==> src/rtl/gf2m_reduce.sv <==
// Combinational reduction of a (2M-1)-bit GF(2)[x] product modulo x^M + POLY.
// Folds the high coefficients downward, top bit first, using x^M = POLY.
module gf2m_reduce #(
  parameter int unsigned M    = 10,
  parameter logic [M-1:0] POLY = 10'h009
) (
  input  logic [2*M-2:0] i_p,
  output logic [M-1:0]   o_r
);

  localparam int unsigned W = 2 * M - 1;

  logic [W-1:0] w_t;

  // Each fold can only set bits below the one being cleared, so a single
  // top-down pass leaves nothing at or above x^M.
  always_comb begin
    w_t = i_p;
    for (int unsigned k = 0; k < M - 1; k++) begin
      if (w_t[W-1-k]) begin
        w_t[W-1-k]         = 1'b0;
        w_t[W-1-k-M +: M]  = w_t[W-1-k-M +: M] ^ POLY;
      end
    end
    o_r = w_t[M-1:0];
  end

endmodule

==> src/rtl/gf2m_mult_seq.sv <==
// Digit-serial carry-less multiplier over GF(2)[x] with optional reduction
// to GF(2^M); one operation in flight, valid/ready on both sides.
module gf2m_mult_seq #(
  parameter int unsigned  M    = 10,
  parameter int unsigned  D    = 2,
  parameter logic [M-1:0] POLY = 10'h009
) (
  input  logic           clk,
  input  logic           rst,
  input  logic           in_valid,
  output logic           in_ready,
  input  logic [M-1:0]   a,
  input  logic [M-1:0]   b,
  input  logic           mode,
  output logic           out_valid,
  input  logic           out_ready,
  output logic [2*M-2:0] c
);

  localparam int unsigned W  = 2 * M - 1;
  localparam int unsigned N  = (M + D - 1) / D;
  localparam int unsigned NB = N * D;
  localparam int unsigned CW = (N > 1) ? $clog2(N) : 1;

  typedef enum logic [1:0] {
    S_IDLE,
    S_MUL,
    S_RED,
    S_DONE
  } state_t;

  state_t          r_state;
  logic [M-1:0]    r_a;
  logic [NB-1:0]   r_b;
  logic            r_mode;
  logic [W-1:0]    r_acc;
  logic [CW-1:0]   r_cnt;
  logic [W-1:0]    r_c;
  logic            r_in_ready;
  logic            r_out_valid;

  logic [D-1:0]    w_digit;
  logic [M-1:0]    w_red;

  function automatic logic [W-1:0] f_clmul(input logic [M-1:0] x,
                                           input logic [D-1:0] d);
    logic [W-1:0] r;
    r = '0;
    for (int unsigned j = 0; j < D; j++) begin
      if (d[j]) r = r ^ (W'(x) << j);
    end
    return r;
  endfunction

  assign w_digit = r_b[r_cnt*D +: D];

  gf2m_reduce #(
    .M    (M),
    .POLY (POLY)
  ) u_reduce (
    .i_p (r_acc),
    .o_r (w_red)
  );

  // Horner over digits, MSB first: every intermediate accumulator is a prefix
  // product of degree < 2M-1, so truncating the shift to W bits loses nothing.
  always_ff @(posedge clk or posedge rst) begin
    if (rst) begin
      r_state     <= S_IDLE;
      r_a         <= '0;
      r_b         <= '0;
      r_mode      <= 1'b0;
      r_acc       <= '0;
      r_cnt       <= '0;
      r_c         <= '0;
      r_in_ready  <= 1'b1;
      r_out_valid <= 1'b0;
    end else begin
      case (r_state)
        S_IDLE: begin
          if (in_valid) begin
            r_a        <= a;
            r_b        <= NB'(b);
            r_mode     <= mode;
            r_acc      <= '0;
            r_cnt      <= CW'(N - 1);
            r_in_ready <= 1'b0;
            r_state    <= S_MUL;
          end
        end
        S_MUL: begin
          r_acc <= (r_acc << D) ^ f_clmul(r_a, w_digit);
          if (r_cnt == '0) begin
            r_state <= S_RED;
          end else begin
            r_cnt <= r_cnt - 1'b1;
          end
        end
        S_RED: begin
          r_c         <= r_mode ? W'(w_red) : r_acc;
          r_out_valid <= 1'b1;
          r_state     <= S_DONE;
        end
        S_DONE: begin
          if (out_ready) begin
            r_out_valid <= 1'b0;
            r_in_ready  <= 1'b1;
            r_state     <= S_IDLE;
          end
        end
        default: begin
          r_state     <= S_IDLE;
          r_in_ready  <= 1'b1;
          r_out_valid <= 1'b0;
        end
      endcase
    end
  end

  assign in_ready  = r_in_ready;
  assign out_valid = r_out_valid;
  assign c         = r_c;

endmodule
==> config.mk <==
export PLATFORM = sky130hd
export DESIGN_NAME = gf2m_mult_seq
export DESIGN_NICKNAME = d
export VERILOG_FILES = /design/src/rtl/gf2m_reduce.sv /design/src/rtl/gf2m_mult_seq.sv
export SDC_FILE = /design/constraint.sdc
export NUM_CORES = 1
export LEC_CHECK = 0
export CAP_MARGIN = 20
export CORE_ASPECT_RATIO = 0.7
export CORE_MARGIN = 2
export CORE_UTILIZATION = 49
export CTS_BUF_LIST = sky130_fd_sc_hd__clkbuf_16
export DETAILED_ROUTE_END_ITERATION = 6
export HOLD_SLACK_MARGIN = 0.02
export PLACE_DENSITY = 0.76
export SYNTH_ARGS = -nofsm -noshare
export SYNTH_HDL_FRONTEND = slang
export SYNTH_HIERARCHICAL = 1
export SYNTH_SLANG_ARGS = --single-unit
export TNS_END_PERCENT = 10
==> constraint.sdc <==
create_clock -name clk -period 2.5 [get_ports clk]
set_input_delay 0.75 -clock clk [delete_from_list [all_inputs] [get_ports clk]]
set_output_delay 0.75 -clock clk [all_outputs]
set_load 0.02 [all_outputs]
# ---- After elaboration in Yosys (flattened, before gate mapping)
# Cells that the tools add are included.
dict set report word_totals {
  register_bits 66
  input_bits 25
  word_cells 68
}
dict set report op_classes {
  addsub 1
  eq_ne 7
  n_shift 1
  n_mux 28
  bitwise_logic 11
  n_reduce_logical 11
}
# op count
set op_table {}
lappend op_table {{19-bit 2-to-1 mux} 5}
lappend op_table {{19-bit one-hot mux with 2 select lines} 1}
lappend op_table {{4-bit 2-to-1 mux} 9}
lappend op_table {{19-bit by 11-bit XOR with 19-bit output} 1}
lappend op_table {{19-bit XOR} 1}
lappend op_table {{2-bit inverter} 9}
lappend op_table {{10-bit 2-to-1 mux} 1}
lappend op_table {{10-bit by 5-bit indexed part select with 2-bit output} 1}
lappend op_table {{3-bit AND reduction} 3}
lappend op_table {{2-bit != test (second input constant)} 4}
lappend op_table {{2-bit one-hot mux with 4 select lines} 1}
lappend op_table {{2-bit 2-to-1 mux} 3}
lappend op_table {{3-bit 2-to-1 mux} 2}
lappend op_table {{3-bit one-hot mux with 2 select lines} 1}
lappend op_table {{2-bit AND reduction} 3}
lappend op_table {{2-bit nonzero test} 3}
lappend op_table {{2-bit equality test (second input constant)} 2}
lappend op_table {{1-bit one-hot mux with 2 select lines} 2}
lappend op_table {{3-bit logical NOT} 1}
lappend op_table {{1-bit 2-to-1 mux} 3}
lappend op_table {{3-bit by 1-bit subtractor with 3-bit output (second input constant)} 1}
lappend op_table {{2-bit by 1-bit equality test with 1-bit output (second input constant)} 1}
lappend op_table {{2-bit logical NOT} 1}

# ---- Logic depth before layout (Yosys ltp)
# Gate-level depths: netlist of run 1.
dict set report logic_depth {
  ltp_word 19
  ltp_mapped 7
  depth_no_buf 7
}

# ---- Hierarchy
# Netlist of run 1, hierarchy kept.
# mod instances cells_each area_per_inst_um2 seq_area_each_um2
set modules_own_cells {}
lappend modules_own_cells {gf2m_mult_seq 1 274 3138.0 1652.8}
lappend modules_own_cells {gf2m_reduce 1 18 172.7 0.0}

# ---- Worst setup path before layout of run 1
# No wires, ideal clock.
dict set report synth_timing {
  path_kind {input to register}
  from {in in_valid}
  to {reg r_mode}
  arrival_time_ns 1.556
  required_ns 2.372
  slack_ns 0.816
  path_stages 3
  path_buffers 1
  cell_sequence {nand2_1 -> buf_1 -> mux2_1}
}
dict set report synth_via {
  elab_chain_cells 1
}
# item line
set synth_rtl {}
lappend synth_rtl {{from (decl)} gf2m_mult_seq.sv:10} ;# input logic in_valid,
lappend synth_rtl {{2-bit AND reduction (no line)} -}
lappend synth_rtl {{to (signal assigned)} gf2m_mult_seq.sv:84} ;# r_mode <= mode;
lappend synth_rtl {{to (decl)} gf2m_mult_seq.sv:35} ;# logic r_mode;
# Every way passes these cells.
# A chain may end at the register's enable or synchronous reset.

# ---- Final worst setup path of run 1
dict set report layout_timing {
  from {reg r_in_ready, in the netlist in_ready}
  to {out in_ready}
}
# item line
set layout_lines {}
lappend layout_lines {{from (decl)} gf2m_mult_seq.sv:39} ;# logic r_in_ready;
lappend layout_lines {{from (signal assigned)} gf2m_mult_seq.sv:76} ;# r_in_ready <= 1'b1;
lappend layout_lines {{from (signal assigned)} gf2m_mult_seq.sv:87} ;# r_in_ready <= 1'b0;
lappend layout_lines {{from (signal assigned)} gf2m_mult_seq.sv:107} ;# r_in_ready <= 1'b1;
lappend layout_lines {{to (decl)} gf2m_mult_seq.sv:11} ;# output logic in_ready,
# No word-level cell between the ends.

==> impl_metrics.csv, run 1 <==
group,metric,value,unit
worst_setup_path,worst-r2r-cell-count,5,
floorplanning,chipWidth,102,microns
placement,place_ws,0.283,ns
clock_tree,cts_tree,"yes",
worst_setup_path,worstSetupEndpointType,"output pin",
synthesis,yosysTopAreaCell,"dfrtp_1",
worst_setup_path,path_depth,1,
floorplanning,dieHeight,72.8,microns
power_and_ir_drop,totalPowerFinal,6.05,mW
clock_tree,clkLatencyLatePin,0.33,ns
sta,maxSlewViolCount,0,
placement,portBuffers,45,
floorplanning,initial_utilization,0.499,
route,dr_total_vias,2381,
sta,slew_headroom,0.459,
power_and_ir_drop,power.share.clock,0.243,
route,firstDrtPassIters,4,
route,drt-total-wl,7030,microns
worst_setup_path,worst_ep_required_time,1.75,ns
power_and_ir_drop,swShare,0.370,
synthesis,synthArstFlopShare,1.00,
synthesis,yosysUniqueCellTypes,35,
route,vias_per_cell,5.41,
clock_tree,htreeDepth,3,
sta,min_period_over_period,0.889,
synthesis,yosysMostFrequentCell,"dfrtp_1",
global_routing,grt_util_met3,0.0565,
sta,rsz0062_at_grt,"false",
placement,gp_congestion,0.777,
floorplanning,io_pins,46,
hold_path,whs_path_depth,1,
route,post_drt_wl_per_cell,16.0,microns
synthesis,syn_nets,324,
global_routing,grt-ovfl-total,0,
sta,skew,0.00741,ns
synthesis,synth_seq_cells,66,
cells_and_area,nets,373,
synthesis,synth_top_area_frac,0.491,
synthesis,syn-instance-count,292,
synthesis,syn_area,3310,sq um
power_and_ir_drop,leakage,1.85,nW
power_and_ir_drop,power_density,1430,nW/um^2
synthesis,synth_top_flop_cell,"dfrtp_1",
global_routing,grt_first_pass_wirelength,11800,microns
worst_setup_path,arrival,1.47,ns
worst_setup_path,critPathMaxFanout,3,
run_status,outcome,"completed",
worst_setup_path,cpMaxStageDelayCell,"clkdlybuf4s50_1",
floorplanning,core_area,6630,sq um
worst_setup_path,crit_buf_inv,1,
floorplanning,num_rows,25,
clock_tree,clock_sinks,66,
cells_and_area,fill_cells,543,
worst_setup_path,crit_family,"buffers and inverters",
synthesis,ys_top_cells_by_count,"dfrtp_1, a21oi_1, inv_1, nand2_1, xnor2_1",
sta,fin_ws,0.278,ns
global_routing,grt_pass1_vias,2406,
clock_tree,postCtsSetupRepairBufs,0,
clock_tree,cts.repair.resized,0,
route,drcViolationCount,0,
sta,worst_hold_slack,0.489,ns
placement,postPlaceCellArea,3890,sq um
global_routing,grt_use_total,0.211,
power_and_ir_drop,ir_drop,725,uV
cells_and_area,syn2layout_area_growth,28.1,%
placement,hpwl,4650,microns
global_routing,met2_usage,0.341,
sta,fin_setup_tns,0,ns
sta,hold_viol_final,0,
cells_and_area,multi_input_area,1520,sq um
global_routing,grt.busiest_layer,"met2",
power_and_ir_drop,p_int,3.81,mW
clock_tree,root_buffer,"clkbuf_16",
synthesis,postSynthAreaPerCell,11.3,sq um
synthesis,synthTopCellsByArea,"dfrtp_1, xnor3_1, mux2_2",
sta,tightest_slew,0.811,ns
route,drt-initial-drc-count,147,
sta,max_freq,0.450,GHz
route,ant_nets,0,
power_and_ir_drop,p_switching,2.24,mW
cells_and_area,diodes,0,
synthesis,synth_edf_count,0,
cells_and_area,drive_gt1_frac,0.124,
flow_run,drv_cap,0,
cells_and_area,ff_latch_area,1650,sq um
worst_setup_path,slowest_delay,0.60,ns
clock_tree,numCtsBuffers,9,
sta,setup_viol,0,
synthesis,yosys_warnings,6,
global_routing,antenna_found_initial,0,
clock_tree,postCtsHoldBufs,0,
power_and_ir_drop,p_comb_frac,0.441,
synthesis,seq_area_frac_synth,0.499,
cells_and_area,final_area,4240,sq um
worst_setup_path,path_class,"reg -> out",
worst_setup_path,crit_chain,"clkdlybuf4s50_1",
sta,finalCriticalPeriod,2.22,ns
power_and_ir_drop,p_seq_frac,0.316,
global_routing,grt_max_degree,67,
worst_setup_path,cp-start-kind,"register",
hold_path,min_path_type,"reg -> reg",
clock_tree,path_clk_slew,0.06,ns
global_routing,met1_usage,0.286,
clock_tree,cts_buffer_depth,2,
floorplanning,die-area,7440,sq um
logic make-up (layout without fill, tap and decap cells):
group / Yosys count / after routing / share of synthesized area
xor gates and xnor gates: 28 / 28 / 0.112
DFF: 66 / 66 / 0.499
buffers and inverters: 37 / 91 / 0.0423
muxes: 36 / 36 / 0.118
adders and majority gates: 7 / 7 / 0.0265
AOI/OAI and AO/OA: 74 / 74 / 0.136
and+or+nand+nor: 44 / 44 / 0.0661
layout by cell type, fill, tap and decap left out, types with 4 or more instances in the layout:
cell,count
mux2_1,12
dfrtp_1,65
o22ai_1,9
o21ai_0,5
nand2_1,22
mux2_2,13
ha_1,7
inv_1,23
a31oi_1,10
xor2_1,4
clkbuf_16,9
mux2i_1,11
a21oi_1,25
xnor2_1,14
o21ai_1,11
a22o_1,10
xnor3_1,8
nor2_1,12
clkdlybuf4s50_1,45
final timing paths:
| path | start | to | slack (ns) |
|---|---|---|---|
| max | in_ready | in_ready | 0.28 |
| min | r_a[2] | r_a[2] | 0.49 |
| max reg2reg | r_cnt[1] | r_acc[9] | 0.52 |
| min reg2reg | r_a[2] | r_a[2] | 0.49 |
| max in group asynchronous | rst | in_ready | 1.35 |
| min in group asynchronous | rst | r_b[5] | 0.78 |
power groups by stage:
stage / combinational (mW) / clock, mW / sequential (mW)
2_1_floorplan: 1.82 / 0 / 1.94
3_3_place_gp: 2.53 / 0 / 1.91
3_5_place_dp: 2.62 / 0 / 1.93
4_1_cts: 2.67 / 1.50 / 1.91
5_1_grt: 2.91 / 1.54 / 1.98
6_report: 2.66 / 1.47 / 1.91
layer usage:
metal | up-vias | part of all wire
li1 | 1127 | -
met2 | 67 | 0.47
met5 | - | 0
met3 | 8 | 0.050
met4 | 0 | 0.0092
met1 | 1179 | 0.47
final cells by class:
class | instances | area share
Sequential cell | 66 | 0.390
Multi-Input combinational cell | 189 | 0.358
Timing Repair Buffer | 49 | 0.119
Clock buffer | 9 | 0.0531
Clock inverter | 7 | 0.0292
Tap cell | 94 | 0.0277
Inverter | 26 | 0.0233
state kept, by name, indices dropped and copies added (netlist names):
register,count
r_acc,19
r_state,2
out_valid,1
r_a,10
r_b,10
r_cnt,3
r_mode,1
c,19
in_ready,1
through the flow:
step / std cells / utilization
after floorplan: 292 / -
after global placement: 424 / 0.587
after detailed placement: 424 / 0.587
after CTS: 440 / 0.640
after global routing: 440 / 0.640
final: 440 / 0.640
No activity file was read; power rests on OpenSTA's default activity.
==> run 2: changes to the inputs <==
--- a/config.mk
+++ b/config.mk
@@ -11,6 +11,7 @@
 export CORE_UTILIZATION = 49
 export CTS_BUF_LIST = sky130_fd_sc_hd__clkbuf_16
 export DETAILED_ROUTE_END_ITERATION = 6
+export GPL_TIMING_DRIVEN = 0
 export HOLD_SLACK_MARGIN = 0.02
 export PLACE_DENSITY = 0.76
 export SYNTH_ARGS = -nofsm -noshare
==> impl_metrics.csv, run 2 (same netlist as run 1, synthesis figures left out) <==
group,metric,value,unit
run_status,outcome,"completed",
route,vias_per_cell,5.17,
route,drt-total-wl,6850,microns
worst_setup_path,critPathMaxFanout,3,
global_routing,grt-ovfl-total,0,
worst_setup_path,arrival,1.47,ns
worst_setup_path,crit_family,"buffers and inverters",
sta,tightest_slew,0.694,ns
clock_tree,clock_sinks,66,
worst_setup_path,crit_buf_inv,1,
sta,min_period_over_period,0.889,
clock_tree,path_clk_slew,0.05,ns
sta,max_freq,0.450,GHz
route,drt-initial-drc-count,144,
floorplanning,die-area,7440,sq um
sta,setup_viol,0,
placement,hpwl,4730,microns
clock_tree,cts.repair.resized,0,
route,dr_total_vias,2315,
placement,postPlaceCellArea,3900,sq um
clock_tree,cts_tree,"yes",
sta,fin_setup_tns,0,ns
floorplanning,dieHeight,72.8,microns
route,post_drt_wl_per_cell,15.3,microns
power_and_ir_drop,leakage,1.84,nW
floorplanning,core_area,6630,sq um
power_and_ir_drop,ir_drop,646,uV
floorplanning,initial_utilization,0.499,
floorplanning,chipWidth,102,microns
clock_tree,clkLatencyLatePin,0.33,ns
worst_setup_path,crit_chain,"clkdlybuf4s50_1",
global_routing,antenna_found_initial,0,
sta,hold_viol_final,0,
power_and_ir_drop,swShare,0.366,
power_and_ir_drop,p_switching,2.17,mW
cells_and_area,final_common_cell,"dfrtp_1",
clock_tree,root_buffer,"clkbuf_16",
global_routing,grt_max_degree,35,
clock_tree,cts_buffer_depth,2,
sta,slew_headroom,0.536,
worst_setup_path,path_class,"reg -> out",
worst_setup_path,worst_ep_required_time,1.75,ns
worst_setup_path,worstSetupEndpointType,"output pin",
sta,finalCriticalPeriod,2.22,ns
global_routing,grt_first_pass_wirelength,11800,microns
cells_and_area,syn2layout_area_growth,27.9,%
clock_tree,postCtsSetupRepairBufs,0,
cells_and_area,diodes,0,
power_and_ir_drop,power_density,1400,nW/um^2
cells_and_area,ff_latch_area,1650,sq um
sta,skew,0.00494,ns
route,ant_nets,0,
power_and_ir_drop,p_int,3.76,mW
worst_setup_path,slowest_delay,0.60,ns
power_and_ir_drop,p_seq_frac,0.313,
sta,maxSlewViolCount,0,
worst_setup_path,cp-start-kind,"register",
worst_setup_path,cpMaxStageDelayCell,"clkdlybuf4s50_1",
floorplanning,io_pins,46,
route,firstDrtPassIters,5,
power_and_ir_drop,p_comb_frac,0.448,
flow_run,drv_cap,0,
cells_and_area,multi_input_area,1520,sq um
sta,rsz0062_at_grt,"false",
clock_tree,postCtsHoldBufs,0,
global_routing,grt_pass1_vias,2345,
placement,portBuffers,45,
cells_and_area,fill_cells,530,
power_and_ir_drop,power.share.clock,0.239,
placement,gp_congestion,0.815,
route,drcViolationCount,0,
global_routing,grt_use_total,0.212,
cells_and_area,nets,381,
floorplanning,num_rows,25,
hold_path,min_path_type,"reg -> reg",
clock_tree,numCtsBuffers,9,
cells_and_area,drive_gt1_frac,0.105,
cells_and_area,layout_common_cells,"dfrtp_1, clkdlybuf4s50_1, a21oi_1",
cells_and_area,final_area,4230,sq um
clock_tree,htreeDepth,3,
[run 2: cell types whose count changed in the layout (fill, tap and decap cells not counted), sizes merged]
cell	before	now
clkbuf	9	17
clkinv	1	3
inv	28	26
[run 2: power groups by stage]
stage               Clock, mW  Sequential, mW  Combinational (mW)
detailed placement          0            1.87                2.64
global route             1.50            1.92                2.95
floorplan                   0            1.94                1.82
CTS                      1.44            1.86                2.67
finish                   1.42            1.85                2.66
global placement            0            1.85                2.57
[run 2: per-stage QoR]
stage	total power [mW]	worst slack (ns)	hold slack (ns)	util	cells
detailed placement	4.51	0.110	0.482	0.588	432
CTS	5.97	0.269	0.494	0.638	448
floorplan	3.76	0.0968	0.459	-	292
global placement	4.42	-0.944	0.473	0.585	431
global route	6.37	0.240	0.515	0.638	448
finish	5.93	0.278	0.489	0.638	448
[run 2: layout make-up]
type | instances | area share
Buffer | 11 | 0.00975
Clock buffer | 9 | 0.0532
Clock inverter | 7 | 0.0257
Inverter | 26 | 0.0234
Multi-Input combinational cell | 189 | 0.359
Sequential cell | 66 | 0.390
Tap cell | 94 | 0.0278
Timing Repair Buffer | 46 | 0.111
[run 2: worst paths after layout]
| check | from | to | slack (ns) | depth (start not counted) |
|---|---|---|---|---|
| min | r_a[2] | r_a[2] | 0.49 | 1 |
| max in group asynchronous | rst | c[1] | 1.04 | 3 |
| min in group asynchronous | rst | r_b[6] | 0.85 | 2 |
| max reg2reg | r_cnt[1] | r_acc[4] | 0.57 | 5 |
| min reg2reg | r_a[2] | r_a[2] | 0.49 | 1 |
| max | in_ready | in_ready | 0.28 | 1 |
[run 2: metal layers]
layer | global-route usage | routed length [microns] | share of wire | vias to the layer above
met3 | 0.0709 | 335 | 0.049 | 10
met5 | 0 | 0 | 0 | -
met4 | 0.0622 | 99 | 0.014 | 0
li1 | - | - | - | 1135
met1 | 0.302 | 3380 | 0.49 | 1117
met2 | 0.311 | 3030 | 0.44 | 53
==> run 3: changes to the inputs <==
--- a/config.mk
+++ b/config.mk
@@ -8,12 +8,13 @@
 export CAP_MARGIN = 20
 export CORE_ASPECT_RATIO = 0.7
 export CORE_MARGIN = 2
-export CORE_UTILIZATION = 49
+export CORE_UTILIZATION = 59
 export CTS_BUF_LIST = sky130_fd_sc_hd__clkbuf_16
 export DETAILED_ROUTE_END_ITERATION = 6
 export GPL_TIMING_DRIVEN = 0
 export HOLD_SLACK_MARGIN = 0.02
-export PLACE_DENSITY = 0.76
+export PLACE_DENSITY = 0.85
+export RECOVER_POWER = 100
 export SYNTH_ARGS = -nofsm -noshare
 export SYNTH_HDL_FRONTEND = slang
 export SYNTH_HIERARCHICAL = 1
==> constraint.sdc (replaced) <==
create_clock -name clk -period 2.6 [get_ports clk]
set_input_delay 0.78 -clock clk [delete_from_list [all_inputs] [get_ports clk]]
set_output_delay 0.78 -clock clk [all_outputs]
set_load 0.02 [all_outputs]
==> impl_metrics.csv, run 3 (same netlist as run 1, synthesis figures left out) <==
group,metric,value,unit
clock_tree,htreeDepth,3,
placement,gp_congestion,0.820,
cells_and_area,drive_gt1_frac,0.110,
clock_tree,path_clk_slew,0.05,ns
worst_setup_path,crit_buf_inv,2,
worst_setup_path,r2r_start,"r_state[0]",
cells_and_area,multi_input_area,1520,sq um
route,drcViolationCount,0,
cells_and_area,layout_common_cells,"dfrtp_1, a21oi_1, inv_1",
clock_tree,postCtsSetupRepairBufs,0,
route,dr_total_vias,2403,
worst_setup_path,crit_chain,"dlygate4sd3_1, nand2b_1, o21ai_1, clkbuf_1, nand2_1, o21ai_0",
sta,hold_viol_final,0,
clock_tree,cts_tree,"yes",
global_routing,grt_use_total,0.254,
flow_run,drv_cap,0,
worst_setup_path,r2r_setup_slack,0.63,ns
route,vias_per_cell,5.64,
global_routing,grt_first_pass_wirelength,11800,microns
floorplanning,die-area,6240,sq um
placement,place_ws,0.188,ns
hold_path,min_path_type,"reg -> reg",
floorplanning,dieHeight,66.7,microns
power_and_ir_drop,leakage,1.84,nW
cells_and_area,ff_latch_area,1650,sq um
sta,rsz0062_at_grt,"false",
global_routing,grt-ovfl-total,0,
worst_setup_path,cp-start-kind,"input port",
floorplanning,io_pins,46,
cells_and_area,syn2layout_area_growth,25.1,%
power_and_ir_drop,ir_drop,663,uV
sta,setup_viol,0,
sta,max_freq,0.432,GHz
global_routing,grt_pass1_vias,2411,
clock_tree,numCtsBuffers,9,
worst_setup_path,worst_ep_required_time,2.84,ns
route,drt-initial-drc-count,124,
floorplanning,num_rows,22,
global_routing,antenna_found_initial,0,
clock_tree,root_buffer,"clkbuf_16",
cells_and_area,finalCoreUtilization,0.780,
sta,tightest_slew,0.988,ns
worst_setup_path,crit_family,"buffers and inverters",
sta,maxSlewViolCount,0,
worst_setup_path,cpMaxStageDelayCell,"dlygate4sd3_1",
placement,postPlaceCellArea,3870,sq um
cells_and_area,final_common_cell,"dfrtp_1",
worst_setup_path,arrival,2.55,ns
floorplanning,initial_utilization,0.623,
cells_and_area,fill_cells,347,
worst_setup_path,critPathMaxFanout,10,
sta,slew_headroom,0.340,
power_and_ir_drop,power_density,1300,nW/um^2
floorplanning,core_area,5310,sq um
route,ant_nets,0,
sta,min_period_over_period,0.889,
floorplanning,chipWidth,93.5,microns
sta,finalCriticalPeriod,2.31,ns
global_routing,grt_max_degree,42,
run_status,outcome,"completed",
clock_tree,cts_buffer_depth,2,
clock_tree,clock_sinks,66,
worst_setup_path,cp-startpoint,"in_valid",
sta,fin_ws,0.288,ns
worst_setup_path,worstSetupEndpointType,"register",
worst_setup_path,path_class,"in -> reg",
route,post_drt_wl_per_cell,16.1,microns
cells_and_area,diodes,0,
clock_tree,postCtsHoldBufs,0,
cells_and_area,nets,381,
sta,skew,0.00409,ns
hold_path,hp-start,"r_a[1]",
clock_tree,clkLatencyLatePin,0.33,ns
placement,portBuffers,45,
clock_tree,cts.repair.resized,0,
cells_and_area,final_area,4140,sq um
route,firstDrtPassIters,4,
placement,hpwl,4750,microns
worst_setup_path,slowest_delay,0.57,ns
route,drt-total-wl,6840,microns
run 3: area by class of cell:
class | instances | share of cell area
plain buffers | 11 | 0.00997
well taps | 72 | 0.0217
clock inverters | 7 | 0.0112
inverters | 26 | 0.0239
clock buffers | 9 | 0.0544
repair buffers | 46 | 0.114
multi-input cells | 189 | 0.366
flip-flops and latches | 66 | 0.399
run 3: where the power goes:
group	switching [mW]	internal, mW
combinational	1.33	1.18
sequential	0.328	1.45
clock	0.435	0.639
total	2.09	3.27
run 3: layer usage:
metal / wire [microns] / track usage / part of all wire
met1: 3160 / 0.338 / 0.46
met2: 3160 / 0.395 / 0.46
met3: 418 / 0.0894 / 0.061
met4: 104 / 0.0779 / 0.015
met5: 0 / 0 / 0
run 3: stage by stage:
step	hold slack, ns	power (mW)	TNS, ns	instances
6_report	0.487	5.37	0	426
5_1_grt	0.499	5.75	0	426
4_1_cts	0.493	5.47	0	426
3_5_place_dp	0.480	4.34	0	410
3_3_place_gp	0.472	4.23	-56.74	409
2_1_floorplan	0.459	3.61	0	292
run 3: final timing paths:
check | end | cells past startpoint
setup / recovery | r_acc[9] | 6
hold / removal | r_a[1] | 1
setup reg to reg | r_acc[9] | 7
hold reg to reg | r_a[1] | 1
max in group asynchronous | r_a[1] | 3
min in group asynchronous | c[14] | 2
run 3: worst register-to-register path, delay by kind of cell (launching register included):
kind | cells | cell delay, ns
fa+ha+maj | 1 | 0.22
simple gates | 2 | 0.32
flops | 1 | 0.41
compound gates | 2 | 0.35
buf+inv | 2 | 0.58
